--- config.mk ---
export PLATFORM = sky130hd
export DESIGN_NAME = gate_logic_pipe
export DESIGN_NICKNAME = d
export VERILOG_FILES = /design/src/rtl/gate_pkg.sv /design/src/rtl/gate_pipe_stage.sv /design/src/rtl/gate_logic_pipe.sv
export SDC_FILE = /design/constraint.sdc
export NUM_CORES = 1
export LEC_CHECK = 0
export BUFFER_PORTS_ARGS = -buffer_cell sky130_fd_sc_hd__buf_2
export CAP_MARGIN = 20
export CORE_UTILIZATION = 52
export CTS_CLUSTER_DIAMETER = 60
export DETAILED_ROUTE_END_ITERATION = 6
export MAX_ROUTING_LAYER = met4
export PLACE_DENSITY = 0.79
export SYNTH_ARGS = -nofsm -noshare
export SYNTH_HDL_FRONTEND = slang
export SYNTH_HIERARCHICAL = 1
export SYNTH_SLANG_ARGS = --single-unit
--- constraint.sdc ---
create_clock -name clk -period 1.8 [get_ports clk]
set_clock_uncertainty 0.05 [all_clocks]
set_input_delay 0.18 -clock clk [delete_from_list [all_inputs] [get_ports clk]]
set_output_delay 0.18 -clock clk [all_outputs]
set_load 0.005 [all_outputs]
--- src/rtl/gate_pkg.sv ---
`default_nettype none
// ============================================================================
// Module      : gate_pkg
// Description : Shared types and the bitwise evaluation function for the
//               gate_logic_pipe block.
// Revision    : 1.0 - initial release
// ============================================================================
package gate_pkg;

  // Deepest pipeline the block is meant to be built with.
  localparam int MAX_STAGES = 4;

  // Operand width the evaluation function works at; callers size-cast in and out.
  // Any instance must keep N <= MAX_N.
  localparam int MAX_N = 64;

  typedef enum logic [2:0] {
    OP_AND   = 3'd0,
    OP_OR    = 3'd1,
    OP_XOR   = 3'd2,
    OP_XNOR  = 3'd3,
    OP_NAND  = 3'd4,
    OP_NOR   = 3'd5,
    OP_NOTA  = 3'd6,
    OP_PASSA = 3'd7
  } op_t;

  // Purely bitwise: every result bit depends only on the same bit of a and b.
  // Callers truncate the result to their own width.
  function automatic logic [MAX_N-1:0] gate_eval(input op_t op,
                                                 input logic [MAX_N-1:0] a,
                                                 input logic [MAX_N-1:0] b);
    logic [MAX_N-1:0] r;
    case (op)
      OP_AND:   r = a & b;
      OP_OR:    r = a | b;
      OP_XOR:   r = a ^ b;
      OP_XNOR:  r = ~(a ^ b);
      OP_NAND:  r = ~(a & b);
      OP_NOR:   r = ~(a | b);
      OP_NOTA:  r = ~a;
      OP_PASSA: r = a;
      default:  r = a;
    endcase
    return r;
  endfunction

endpackage
`default_nettype wire

--- src/rtl/gate_pipe_stage.sv ---
`default_nettype none
// ============================================================================
// Module      : gate_pipe_stage
// Description : One valid/ready register slice. Loads when empty or when its
//               contents leave this cycle; otherwise holds data and valid.
// Revision    : 1.0 - initial release
// ============================================================================
module gate_pipe_stage #(
  parameter int WIDTH = 4
) (
  input  logic             clk,
  input  logic             rst,
  input  logic             in_valid,
  input  logic [WIDTH-1:0] in_data,
  input  logic             out_ready,
  output logic             out_valid,
  output logic [WIDTH-1:0] out_data
);

  logic             valid_q;
  logic             valid_d;
  logic [WIDTH-1:0] data_q;
  logic [WIDTH-1:0] data_d;
  logic             w_ready;

  assign w_ready = !valid_q || out_ready;

  // Next state: take new contents when there is room, else hold everything.
  always_comb begin
    valid_d = valid_q;
    data_d  = data_q;
    if (w_ready) begin
      valid_d = in_valid;
      if (in_valid) begin
        data_d = in_data;
      end
    end
  end

  // Slice registers; reset empties the slice and clears its data.
  always_ff @(posedge clk) begin
    if (rst) begin
      valid_q <= 1'b0;
      data_q  <= '0;
    end else begin
      valid_q <= valid_d;
      data_q  <= data_d;
    end
  end

  assign out_valid = valid_q;
  assign out_data  = data_q;

endmodule
`default_nettype wire

--- src/rtl/gate_logic_pipe.sv ---
`default_nettype none
// ============================================================================
// Module      : gate_logic_pipe
// Description : Eight-function bitwise logic unit behind a STAGES-deep
//               valid/ready register pipeline with combinational back-pressure.
//               Define GATE_PIPE_REDUCE_EN to add the Z (all-zero) and
//               P (even parity) result flags.
// Revision    : 1.0 - initial release
// ============================================================================
module gate_logic_pipe
  import gate_pkg::*;
#(
  parameter int N      = 4,
  parameter int STAGES = 2
) (
  input  logic         clk,
  input  logic         rst,
  input  logic         in_valid,
  output logic         in_ready,
  input  op_t          Op,
  input  logic [N-1:0] A,
  input  logic [N-1:0] B,
  output logic         out_valid,
  input  logic         out_ready,
  output logic [N-1:0] F
`ifdef GATE_PIPE_REDUCE_EN
  ,
  output logic         Z,
  output logic         P
`endif
);

`ifdef GATE_PIPE_REDUCE_EN
  // Flags ride in the two bits above the result: {Z, P, F}.
  localparam int DW = N + 2;
`else
  localparam int DW = N;
`endif

  logic [N-1:0]    w_result;
  logic [DW-1:0]   w_in_data;
  logic [STAGES-1:0] w_valid;
  logic [DW-1:0]   w_data [STAGES];
  logic [STAGES:0] w_ready;

  // Operation decode and optional flag generation, ahead of stage 0.
  always_comb begin
    w_result = N'(gate_eval(Op, MAX_N'(A), MAX_N'(B)));
`ifdef GATE_PIPE_REDUCE_EN
    w_in_data = {~|w_result, ~^w_result, w_result};
`else
    w_in_data = w_result;
`endif
  end

  // Ready chain from the consumer back to the input; built from slice valids
  // so the path is a plain combinational cascade with no skid storage.
  always_comb begin
    w_ready         = '0;
    w_ready[STAGES] = out_ready;
    for (int k = STAGES - 1; k >= 0; k--) begin
      w_ready[k] = !w_valid[k] || w_ready[k+1];
    end
  end

  for (genvar k = 0; k < STAGES; k++) begin : g_stage
    logic          w_stage_in_valid;
    logic [DW-1:0] w_stage_in_data;

    if (k == 0) begin : g_first
      assign w_stage_in_valid = in_valid;
      assign w_stage_in_data  = w_in_data;
    end else begin : g_next
      assign w_stage_in_valid = w_valid[k-1];
      assign w_stage_in_data  = w_data[k-1];
    end

    gate_pipe_stage #(
      .WIDTH(DW)
    ) u_stage (
      .clk      (clk),
      .rst      (rst),
      .in_valid (w_stage_in_valid),
      .in_data  (w_stage_in_data),
      .out_ready(w_ready[k+1]),
      .out_valid(w_valid[k]),
      .out_data (w_data[k])
    );
  end

  assign in_ready  = w_ready[0];
  assign out_valid = w_valid[STAGES-1];
  assign F         = w_data[STAGES-1][N-1:0];
`ifdef GATE_PIPE_REDUCE_EN
  assign Z         = w_data[STAGES-1][N+1];
  assign P         = w_data[STAGES-1][N];
`endif

endmodule
`default_nettype wire
# Yosys cells after proc, flatten, opt, wreduce, memory -nomap -nowiden
# Cells that the tools add are included.
dict set report totals {
  out_inout_bits 6
  reg_bits 10
}
dict set report op_classes {
  eq_ne 7
  muxes 1
  bitwise 7
  n_reduce_logical 7
}
# cell count
set op_table {}
lappend op_table {{$pmux 4 s8} 1}
lappend op_table {{$not 4->4} 4}
lappend op_table {{$eq 3x3->1 const B} 4}
lappend op_table {{$eq 3x2->1 const B} 2}
lappend op_table {{$and 4x4->4} 1}
lappend op_table {{$or 4x4->4} 1}
lappend op_table {{$reduce_and 2->1} 2}
lappend op_table {{$xor 4x4->4} 1}
lappend op_table {{$eq 3x1->1 const B} 1}
lappend op_table {{$logic_not 3->1} 1}
lappend op_table {{$logic_not 1->1} 2}
lappend op_table {{$logic_or 1x1->1} 2}

# Depth between registers and ports, before layout
# Gate-level depths: netlist of run 1.
dict set report logic_depth {
  word_depth 4
  depth_mapped 8
  mapped_depth_nobuf 8
}

# Modules after synthesis
# Netlist of run 1, hierarchy kept.
# mod n_inst cells_each area_per_inst_um2
set modules_own_cells {}
lappend modules_own_cells {gate_logic_pipe 1 67 451.7}
lappend modules_own_cells {gate_pipe_stage 2 21 221.5}

# Worst setup path before layout of run 1
# OpenSTA, ideal clock, no wires.
dict set report synth_path {
  kind {input -> register}
  start {input port A[2]}
  end {register g_stage[0].u_stage.data_q[2]}
  setup_slack_ps 360
  path_buffers 0
  cell_stages 8
  setup_ps 72
  arrival_time_ps 1318
  required_time_ps 1678
  path_cell_list {inv_1 -> ha_1 -> xnor2_1 -> mux2_2 -> o221ai_1 -> o21a_1 -> nand2b_1 -> mux2i_1}
}
dict set report synth_between {
  elab_chain_len 3
  elab_cells_between_ends 8
  cone_classes {1 x mux; 7 x bitwise}
}
# item line_no
set synth_lines {}
lappend synth_lines {{from (decl)} gate_logic_pipe.sv:21} ;# input logic [N-1:0] A,
lappend synth_lines {{$or 4x4->4, or another cell as far along} {gate_pkg.sv:36, gate_pkg.sv:40}}
lappend synth_lines {{$not 4->4, on equally long branches} {gate_pkg.sv:40, gate_pkg.sv:38, gate_pkg.sv:39}}
lappend synth_lines {{$pmux 4 s8 *} gate_pkg.sv:34} ;# case (op)
lappend synth_lines {{net g_stage[0].w_stage_in_data[2]} gate_logic_pipe.sv:68} ;# logic [DW-1:0] w_stage_in_data;
lappend synth_lines {{to (signal assigned)} gate_pipe_stage.sv:47} ;# data_q <= data_d;
lappend synth_lines {{to (decl)} gate_pipe_stage.sv:22} ;# logic [WIDTH-1:0] data_q;
# The timed path passes the listed nets; every way through them passes the cells marked *.
# A chain may end at the register's enable or synchronous reset.

# Worst setup path in the final report of run 1
# Same ends and word-level chain as after synthesis.

==> results_dict.tcl, run 1 <==
set metrics [dict create \
    tightest_slew_ns 0.327 \
    die_h_um 43.5 \
    grt_setup_unrepaired "false" \
    grt_pass1_wl_um 2790 \
    synth-seq-area-share_pct 22.4 \
    port_buffers 20 \
    setup_slack_ns 0.398 \
    synth_seq_cells 10 \
    wl_met2_um 725 \
    r2r-start "g_stage[1].u_stage/out_valid" \
    grt_overflow 0 \
    reg2reg_depth 4 \
    synth_top_area_share_pct 22.4 \
    ant_nets 0 \
    htreeDepth 1 \
    vdd_ir_drop_max_mv 0.340 \
    path_max_fanout 3 \
    tritoncts "yes" \
    syn_to_final_growth_pct 15.2 \
    vias 788 \
    start_util_pct 57.4 \
    status "complete, but fails checks" \
    die_area_mm2 0.00189 \
    met1_length_um 795 \
    multi_input_area_um2 619 \
    fp-row-count 14 \
    criticalPathCategory "primary input to flip-flop" \
    required_ns 1.96 \
    drc 6 \
    hold_viol 0 \
    timing.setup.tns_ns 0 \
    insertedDiodeCount 0 \
    grt_pass1_vias 665 \
    p_per_area_mw_per_mm2 596 \
    core_mm2 0.00156 \
    violations "DRC" \
    cp-end-kind "flip-flop" \
    drive_gt1_share_pct 23.8 \
    slew_headroom_pct 78.1 \
    synthCells 109 \
    nFillCells 149 \
    clk_latency_ns 0.27 \
    cp-start-kind "primary input" \
    wl_per_cell_um 11.1 \
    yosysWarningCount 6 \
    clock_power_share_pct 33.5 \
    syn_nets 132 \
    cts_setup_buffers 0 \
    cts_made_buffers 3 \
    internal_power_uw 437 \
    hold_path.class "primary input to flip-flop" \
    timing.final.crit_period_ns 1.40 \
    finish.utilization_pct 66.1 \
    track_usage_pct 20.2 \
    wl_met3_um 83 \
    cts_root_buf "clkbuf_4" \
    grt_max_degree 19 \
    dr.first_iter.drc_count 23 \
    pin_count 21 \
    pwr-share-seq_pct 39.7 \
    die_w_um 43.5 \
    clk_pin_slew_ns 0.07 \
    reg2reg_slack_ns 0.71 \
    crit_end "g_stage[0].u_stage/out_data[2]" \
    post-route-period-util_pct 77.9 \
    max_freq_mhz 713 \
    yosysUniqueCellTypes 27 \
    vias_per_cell 5.40 \
    setup_viol 0 \
    dp_slack_ns 0.121 \
    p_leak_uw 0.000481 \
    cts_resized 0 \
    routed_wirelength_um 1620 \
    clockBufferDepth 2 \
    drtPass1Iterations 7 \
    combinationalPowerShare_pct 26.8 \
    worstReg2RegEnd "g_stage[0].u_stage/out_data[0]" \
    max_cap_viol_count 0 \
    arrival_ns 1.56 \
    top_layer "met4" \
    avgSynthCellArea_um2 8.21 \
    place_hpwl_um 1220 \
    final_net_count 154 \
    seqCellArea_um2 200 \
    cts_num_sinks 10 \
    synthTopCellsByArea "dfxtp_1 22%, nand2b_1 13%, ha_1 11%" \
    postCtsHoldBufs 0 \
    maxSlewViolCount 0 \
    place.gp.congestion 0.795 \
    power.net_switching_uw 177 \
    crit_start "A[2]" \
    yosysTopAreaCell "dfxtp_1" \
    sw_frac_of_total_pct 28.9 \
    antenna_found_initial 0 \
    syn_area_um2 895 \
]
## through the flow
| step | area [um^2] | instances | total power (uW) | hold WS, ns |
|---|---|---|---|---|
| after floorplan | 895 | 109 | 367 | 0.202 |
| after global placement | 995 | 142 | 407 | 0.352 |
| after detailed placement | 995 | 142 | 413 | 0.362 |
| after CTS | 1030 | 146 | 621 | 0.0769 |
| after global routing | 1030 | 146 | 655 | 0.0921 |
| final | 1030 | 146 | 615 | 0.0835 |
## layout by cell type (no fill, tap or decap), drive strengths merged, types with 3 or more instances in the layout
master	n
nor3	10
xor2	3
nand2b	19
dfxtp	10
mux2i	8
nor4	3
o32ai	3
ha	8
a21oi	5
nor2	5
clkbuf	4
inv	14
a221oi	3
nor2b	3
buf	20
## registers in the layout (all words and copies together) (netlist names)
register and flops:
g_stage.u_stage/out_valid 2, g_stage.u_stage/out_data 8
## synth_stat cells (all sizes together)
cell	n
buf	2
xnor2	2
ha	8
or2	1
nor2b	3
inv	14
nor2	5
clkbuf	1
dfxtp	10
a21oi	5
nand2b	19
mux2	1
nor4	3
nor3	10
nand2	2
xor2	3
a21boi	2
o21a	1
mux2i	8
a221oi	3
o221ai	1
nand3b	1
and2	1
o32ai	3
## kinds of logic (layout without fill, tap and decap cells)
family,count (synthesis),after routing,share of synthesized area [%]
buf+inv,17,38,8.39
xor+xnor,5,5,4.90
compound gates,15,15,14.7
flops,10,10,22.4
fa+ha+maj,8,8,11.2
simple gates,45,45,28.3
mux,9,9,10.2
## final cells by class
type / instances / area share (%)
inverter: 14 / 5.34
multi-input combinational: 82 / 60.1
sequential: 10 / 19.4
tap: 16 / 1.94
timing repair buffer: 20 / 9.71
clock buffer: 4 / 3.52
## worst min path at each step
stage	from	endpoint	slack (ns)	cells past startpoint
after floorplan	rst	g_stage[0].u_stage/out_valid	0.20	1
after global placement	in_valid	g_stage[0].u_stage/out_valid	0.35	3
after detailed placement	in_valid	g_stage[0].u_stage/out_valid	0.36	3
after CTS	in_valid	g_stage[0].u_stage/out_valid	0.08	3
after global routing	in_valid	g_stage[0].u_stage/out_valid	0.09	3
final	in_valid	g_stage[0].u_stage/out_valid	0.08	3
## per-layer routing
| layer | vias up | track usage (%) |
|---|---|---|
| met3 | 2 | 5.00 |
| met5 | - | - |
| li1 | 413 | - |
| met1 | 348 | 26.3 |
| met4 | 0 | 5.63 |
| met2 | 25 | 30.9 |
## critical path, cell delays in order
cell and delay (ns):
buf_2 0.11, inv_1 0.05, ha_1 0.30, xnor2_1 0.15, mux2_2 0.28, o221ai_1 0.19, o21a_1 0.15, nand2b_1 0.05
mux2i_1 0.11
## power groups by stage
| stage | Clock [uW] | Combinational (uW) | Sequential, uW |
|---|---|---|---|
| 6_report | 206 | 165 | 244 |
| 5_1_grt | 222 | 186 | 247 |
| 4_1_cts | 213 | 165 | 244 |
| 3_5_place_dp | 0 | 164 | 249 |
| 3_3_place_gp | 0 | 159 | 248 |
| 2_1_floorplan | 0 | 119 | 248 |
Note: power is estimated with default switching activity, not from simulation.
==> inputs of run 2 (changes only) <==
==> constraint.sdc (replaced) <==
create_clock -name clk -period 1.4 [get_ports clk]
set_clock_uncertainty 0.05 [all_clocks]
set_input_delay 0.14 -clock clk [delete_from_list [all_inputs] [get_ports clk]]
set_output_delay 0.14 -clock clk [all_outputs]
set_load 0.005 [all_outputs]
==> results_dict.tcl, run 2 (same netlist as run 1, synthesis figures left out) <==
set metrics [dict create \
    pin_count 21 \
    syn_to_final_growth_pct 26.9 \
    required_ns 1.55 \
    cp-start-kind "primary input" \
    die_area_mm2 0.00189 \
    port_buffers 20 \
    start_util_pct 57.4 \
    grt_max_degree 19 \
    vias_per_cell 5.46 \
    die_w_um 43.5 \
    wl_met2_um 1060 \
    grt_pass1_vias 811 \
    cts_root_buf "clkbuf_4" \
    criticalPathCategory "primary input to flip-flop" \
    drive_gt1_share_pct 31.9 \
    layout_common_cells "20 x buf_2, 19 x nand2b_1, 11 x inv_1, 11 x buf_4" \
    wl_per_cell_um 12.7 \
    largest_register_ffs 8 \
    clk_latency_ns 0.26 \
    clockBufferDepth 2 \
    timing.setup.tns_ns 0 \
    track_usage_pct 23.6 \
    core_mm2 0.00156 \
    clk_pin_slew_ns 0.07 \
    hold_viol 0 \
    tritoncts "yes" \
    final_cell_area_mm2 0.00113 \
    met1_length_um 888 \
    path_max_fanout 2 \
    top_layer "met3" \
    htreeDepth 1 \
    nFillCells 124 \
    dr.first_iter.drc_count 23 \
    max_freq_mhz 747 \
    worst_path_largest_cell_delay_ns 0.33 \
    maxSlewViolCount 0 \
    place.gp.congestion 0.755 \
    drtPass1Iterations 6 \
    cp-end-kind "flip-flop" \
    cts_num_sinks 10 \
    vdd_ir_drop_max_mv 0.396 \
    slew_headroom_pct 76.5 \
    holdWs_ns 0.0852 \
    grt_overflow 0 \
    grt_setup_unrepaired "false" \
    ant_nets 0 \
    place_area_mm2 0.00108 \
    drc 7 \
    grt_pass1_wl_um 3250 \
    violations "DRC" \
    cts_made_buffers 3 \
    tightest_slew_ns 0.352 \
    arrival_ns 1.48 \
    crit_path_frequent_cell "nor3_1" \
    wl_met3_um 52 \
    antenna_found_initial 0 \
    p_per_area_mw_per_mm2 731 \
    crit_path_cell_trace "buf_2 > buf_4 > ha_1 > a221oi_1 > nor3_1 > nor3_1 > nand2b_1 > mux2i_1" \
    routed_wirelength_um 2000 \
    fp-row-count 14 \
    p_leak_uw 0.000539 \
    max_cap_viol_count 0 \
    hold_path.class "primary input to flip-flop" \
    timing.final.crit_period_ns 1.34 \
    finalPower_uw 830 \
    status "complete, but fails checks" \
    setup_viol 0 \
    place_hpwl_um 1480 \
    layout_commonest_cell "buf_2" \
    vias 858 \
    post-route-period-util_pct 95.6 \
    die_h_um 43.5 \
    final_net_count 165 \
    insertedDiodeCount 0 \
    cpMaxStageDelayCell "a221oi_1" \
]
-- run 2: changes by cell type in the layout (fill, tap and decap cells not counted) --
| cell | delta |
|---|---|
| buf_4 | +11 |
| o32ai_1 | -2 |
| o32ai_2 | +2 |
| o221ai_1 | -1 |
| o221ai_2 | +1 |
-- run 2: cell type report --
| type | count | area (um^2) | share of cell area (%) |
|---|---|---|---|
| well taps | 16 | 20.0 | 1.76 |
| clock buffers | 4 | 36.3 | 3.20 |
| inverters | 14 | 55.1 | 4.85 |
| flip-flops and latches | 10 | 200 | 17.6 |
| repair buffers | 31 | 183 | 16.1 |
| multi-input cells | 82 | 641 | 56.4 |
-- run 2: final timing paths --
| kind | slack [ns] | startpoint | cells past startpoint | endpoint |
|---|---|---|---|---|
| setup / recovery | 0.06 | A[3] | 8 | g_stage[0].u_stage/out_data[3] |
| hold / removal | 0.09 | in_valid | 3 | g_stage[0].u_stage/out_valid |
| setup reg to reg | 0.28 | g_stage[0].u_stage/out_valid | 2 | g_stage[1].u_stage/out_data[2] |
| hold reg to reg | 0.43 | g_stage[1].u_stage/out_data[3] | 2 | g_stage[1].u_stage/out_data[3] |
-- run 2: power by group --
group          switching (uW)  internal (uW)  leakage (uW)  total, uW
Combinational             127            126      0.000436        253
Clock                     105            158     0.0000210        262
Sequential               12.4            302     0.0000819        314
-- run 2: metal layers --
| metal | vias up | global-route usage [%] |
|---|---|---|
| li1 | 438 | - |
| met1 | 402 | 27.5 |
| met2 | 18 | 41.2 |
| met3 | 0 | 3.75 |
| met4 | 0 | 7.50 |
| met5 | - | - |
-- run 2: worst max-delay path: cells and delay by family --
| family | cells | cell delay, ns |
|---|---|---|
| AO/OA/AOI/OAI | 1 | 0.33 |
| buffers and inverters | 2 | 0.26 |
| adder cells (fa/ha/maj) | 1 | 0.20 |
| multiplexers | 1 | 0.13 |
| AND/OR/NAND/NOR | 3 | 0.43 |
-- run 2: metrics by stage --
| step | utilization, % | std cells | worst slack, ns |
|---|---|---|---|
| floorplan | - | 109 | 0.000417 |
| global placement | 69.1 | 153 | -0.132 |
| detailed placement | 69.1 | 153 | -0.206 |
| CTS | 71.4 | 157 | 0.0557 |
| global route | 72.8 | 157 | 0.0162 |
| finish | 72.8 | 157 | 0.0610 |
-- run 2: repair_timing --
action	CTS	global route
endpoints found under the setup margin	0	3
gates resized for setup	0	3
buffers inserted	0	0
hold buffers	0	0
==> inputs of run 3 (changes only) <==
--- a/config.mk
+++ b/config.mk
@@ -10,8 +10,9 @@
 export CORE_UTILIZATION = 52
 export CTS_CLUSTER_DIAMETER = 60
 export DETAILED_ROUTE_END_ITERATION = 6
+export HOLD_SLACK_MARGIN = 0.15
 export MAX_ROUTING_LAYER = met4
-export PLACE_DENSITY = 0.79
+export PLACE_DENSITY = 0.76
 export SYNTH_ARGS = -nofsm -noshare
 export SYNTH_HDL_FRONTEND = slang
 export SYNTH_HIERARCHICAL = 1
==> results_dict.tcl, run 3 (same netlist as run 1, synthesis figures left out) <==
set metrics [dict create \
    die_w_um 43.5 \
    setup_viol 0 \
    status "complete, but fails checks" \
    required_ns 1.55 \
    setup_slack_ns 0.100 \
    hold_path.class "primary input to flip-flop" \
    placed_cells 157 \
    nFillCells 121 \
    hold_viol 0 \
    cp_top_family "multiplexers" \
    start_util_pct 57.4 \
    path_max_fanout 2 \
    tightest_slew_ns 0.339 \
    violations "DRC" \
    vias_per_cell 5.35 \
    final_cells 163 \
    vias 872 \
    drtPass1Iterations 6 \
    largest_register_ffs 8 \
    p_per_area_mw_per_mm2 702 \
    tritoncts "yes" \
    cts_made_buffers 3 \
    place.gp.congestion 0.869 \
    finish.utilization_pct 75.4 \
    insertedDiodeCount 0 \
    track_usage_pct 21.7 \
    p_leak_uw 0.000566 \
    criticalPathCategory "primary input to flip-flop" \
    crit_path_cell_trace "buf_2 > inv_1 > ha_1 > xnor2_1 > mux2_2 > o221ai_1 > o21a_1 > nand2b_1 > mux2i_1" \
    grt_pass1_wl_um 3010 \
    holdWs_ns 0.206 \
    die_area_mm2 0.00189 \
    fp-row-count 14 \
    worst_path_largest_cell_delay_ns 0.29 \
    grt_max_degree 19 \
    layout_commonest_cell "buf_2" \
    cts_resized 0 \
    cts_num_sinks 10 \
    port_buffers 20 \
    cp-start-kind "primary input" \
    grt_pass1_vias 783 \
    routed_wirelength_um 1920 \
    finalPower_uw 826 \
    antenna_found_initial 0 \
    syn_to_final_growth_pct 31.5 \
    cts_root_buf "clkbuf_4" \
    dr.first_iter.drc_count 10 \
    cpMaxStageDelayCell "ha_1" \
    htreeDepth 1 \
    final_net_count 171 \
    clk_pin_slew_ns 0.07 \
    place_hpwl_um 1460 \
    max_cap_viol_count 0 \
    clk_latency_ns 0.26 \
    core_mm2 0.00156 \
    layout_common_cells "20 x buf_2, 19 x nand2b_1, 14 x buf_4" \
    clockBufferDepth 2 \
    path_buf_inv 2 \
    drc 2 \
    cp-end-kind "flip-flop" \
    ant_nets 0 \
    arrival_ns 1.45 \
    vdd_ir_drop_max_mv 0.552 \
    grt_overflow 0 \
    wl_per_cell_um 11.8 \
    dp_slack_ns -0.204 \
    timing.final.crit_period_ns 1.30 \
    post-route-period-util_pct 92.8 \
    pin_count 21 \
    max_freq_mhz 769 \
    drive_gt1_share_pct 31.3 \
    maxSlewViolCount 0 \
    slew_headroom_pct 77.3 \
    die_h_um 43.5 \
    grt_setup_unrepaired "false" \
]
-- run 3: changes by cell type in the layout (fill, tap and decap cells not counted), sizes merged --
cell         before  now
buf              31   35
dlygate4sd3       0    2
-- run 3: worst register-to-register path, cell delays in order (launching register included) --
cell and delay, ns:
dfxtp_1 0.37, nand2b_1 0.13, inv_2 0.06, a21boi_4 0.23
mux2i_1 0.21
-- run 3: report_power, final --
group	leakage (uW)	switching (uW)	internal, uW
combinational	0.000463	120	136
clock	0.0000210	97.5	158
sequential	0.0000819	13.4	302
-- run 3: metal layers --
layer	vias to the layer above	share of wire, %	track usage (%)
li1	449	-	-
met1	403	44	23.7
met2	18	52	38.5
met3	2	3.3	5.42
met4	0	0.83	6.88
met5	-	0	-
-- run 3: cell type report --
| class | count | area (um^2) | area share (%) |
|---|---|---|---|
| multi-input combinational | 82 | 619 | 52.7 |
| inverter | 14 | 55.1 | 4.68 |
| sequential | 10 | 200 | 17.0 |
| clock buffer | 4 | 36.3 | 3.09 |
| tap | 16 | 20.0 | 1.70 |
| timing repair buffer | 37 | 245 | 20.9 |
-- run 3: worst paths after layout --
path / from / end / slack, ns / depth (start not counted)
max: A[2] / g_stage[0].u_stage/out_data[2] / 0.10 / 9
min reg2reg: g_stage[0].u_stage/out_data[2] / g_stage[0].u_stage/out_data[2] / 0.42 / 2
min: out_ready / g_stage[1].u_stage/out_valid / 0.21 / 4
max reg2reg: g_stage[1].u_stage/out_valid / g_stage[0].u_stage/out_data[0] / 0.28 / 4
-- run 3: through the flow --
stage	instance area [um^2]	TNS, ns
after floorplan	895	0
after global placement	1120	-0.380
after detailed placement	1120	-0.555
after CTS	1180	0
after global routing	1180	0
final	1180	0
-- run 3: timing repair --
| item | CTS | global route |
|---|---|---|
| hold endpoints to repair | 1 | 0 |
| setup buffers | 0 | 0 |
| hold buffers | 2 | 0 |
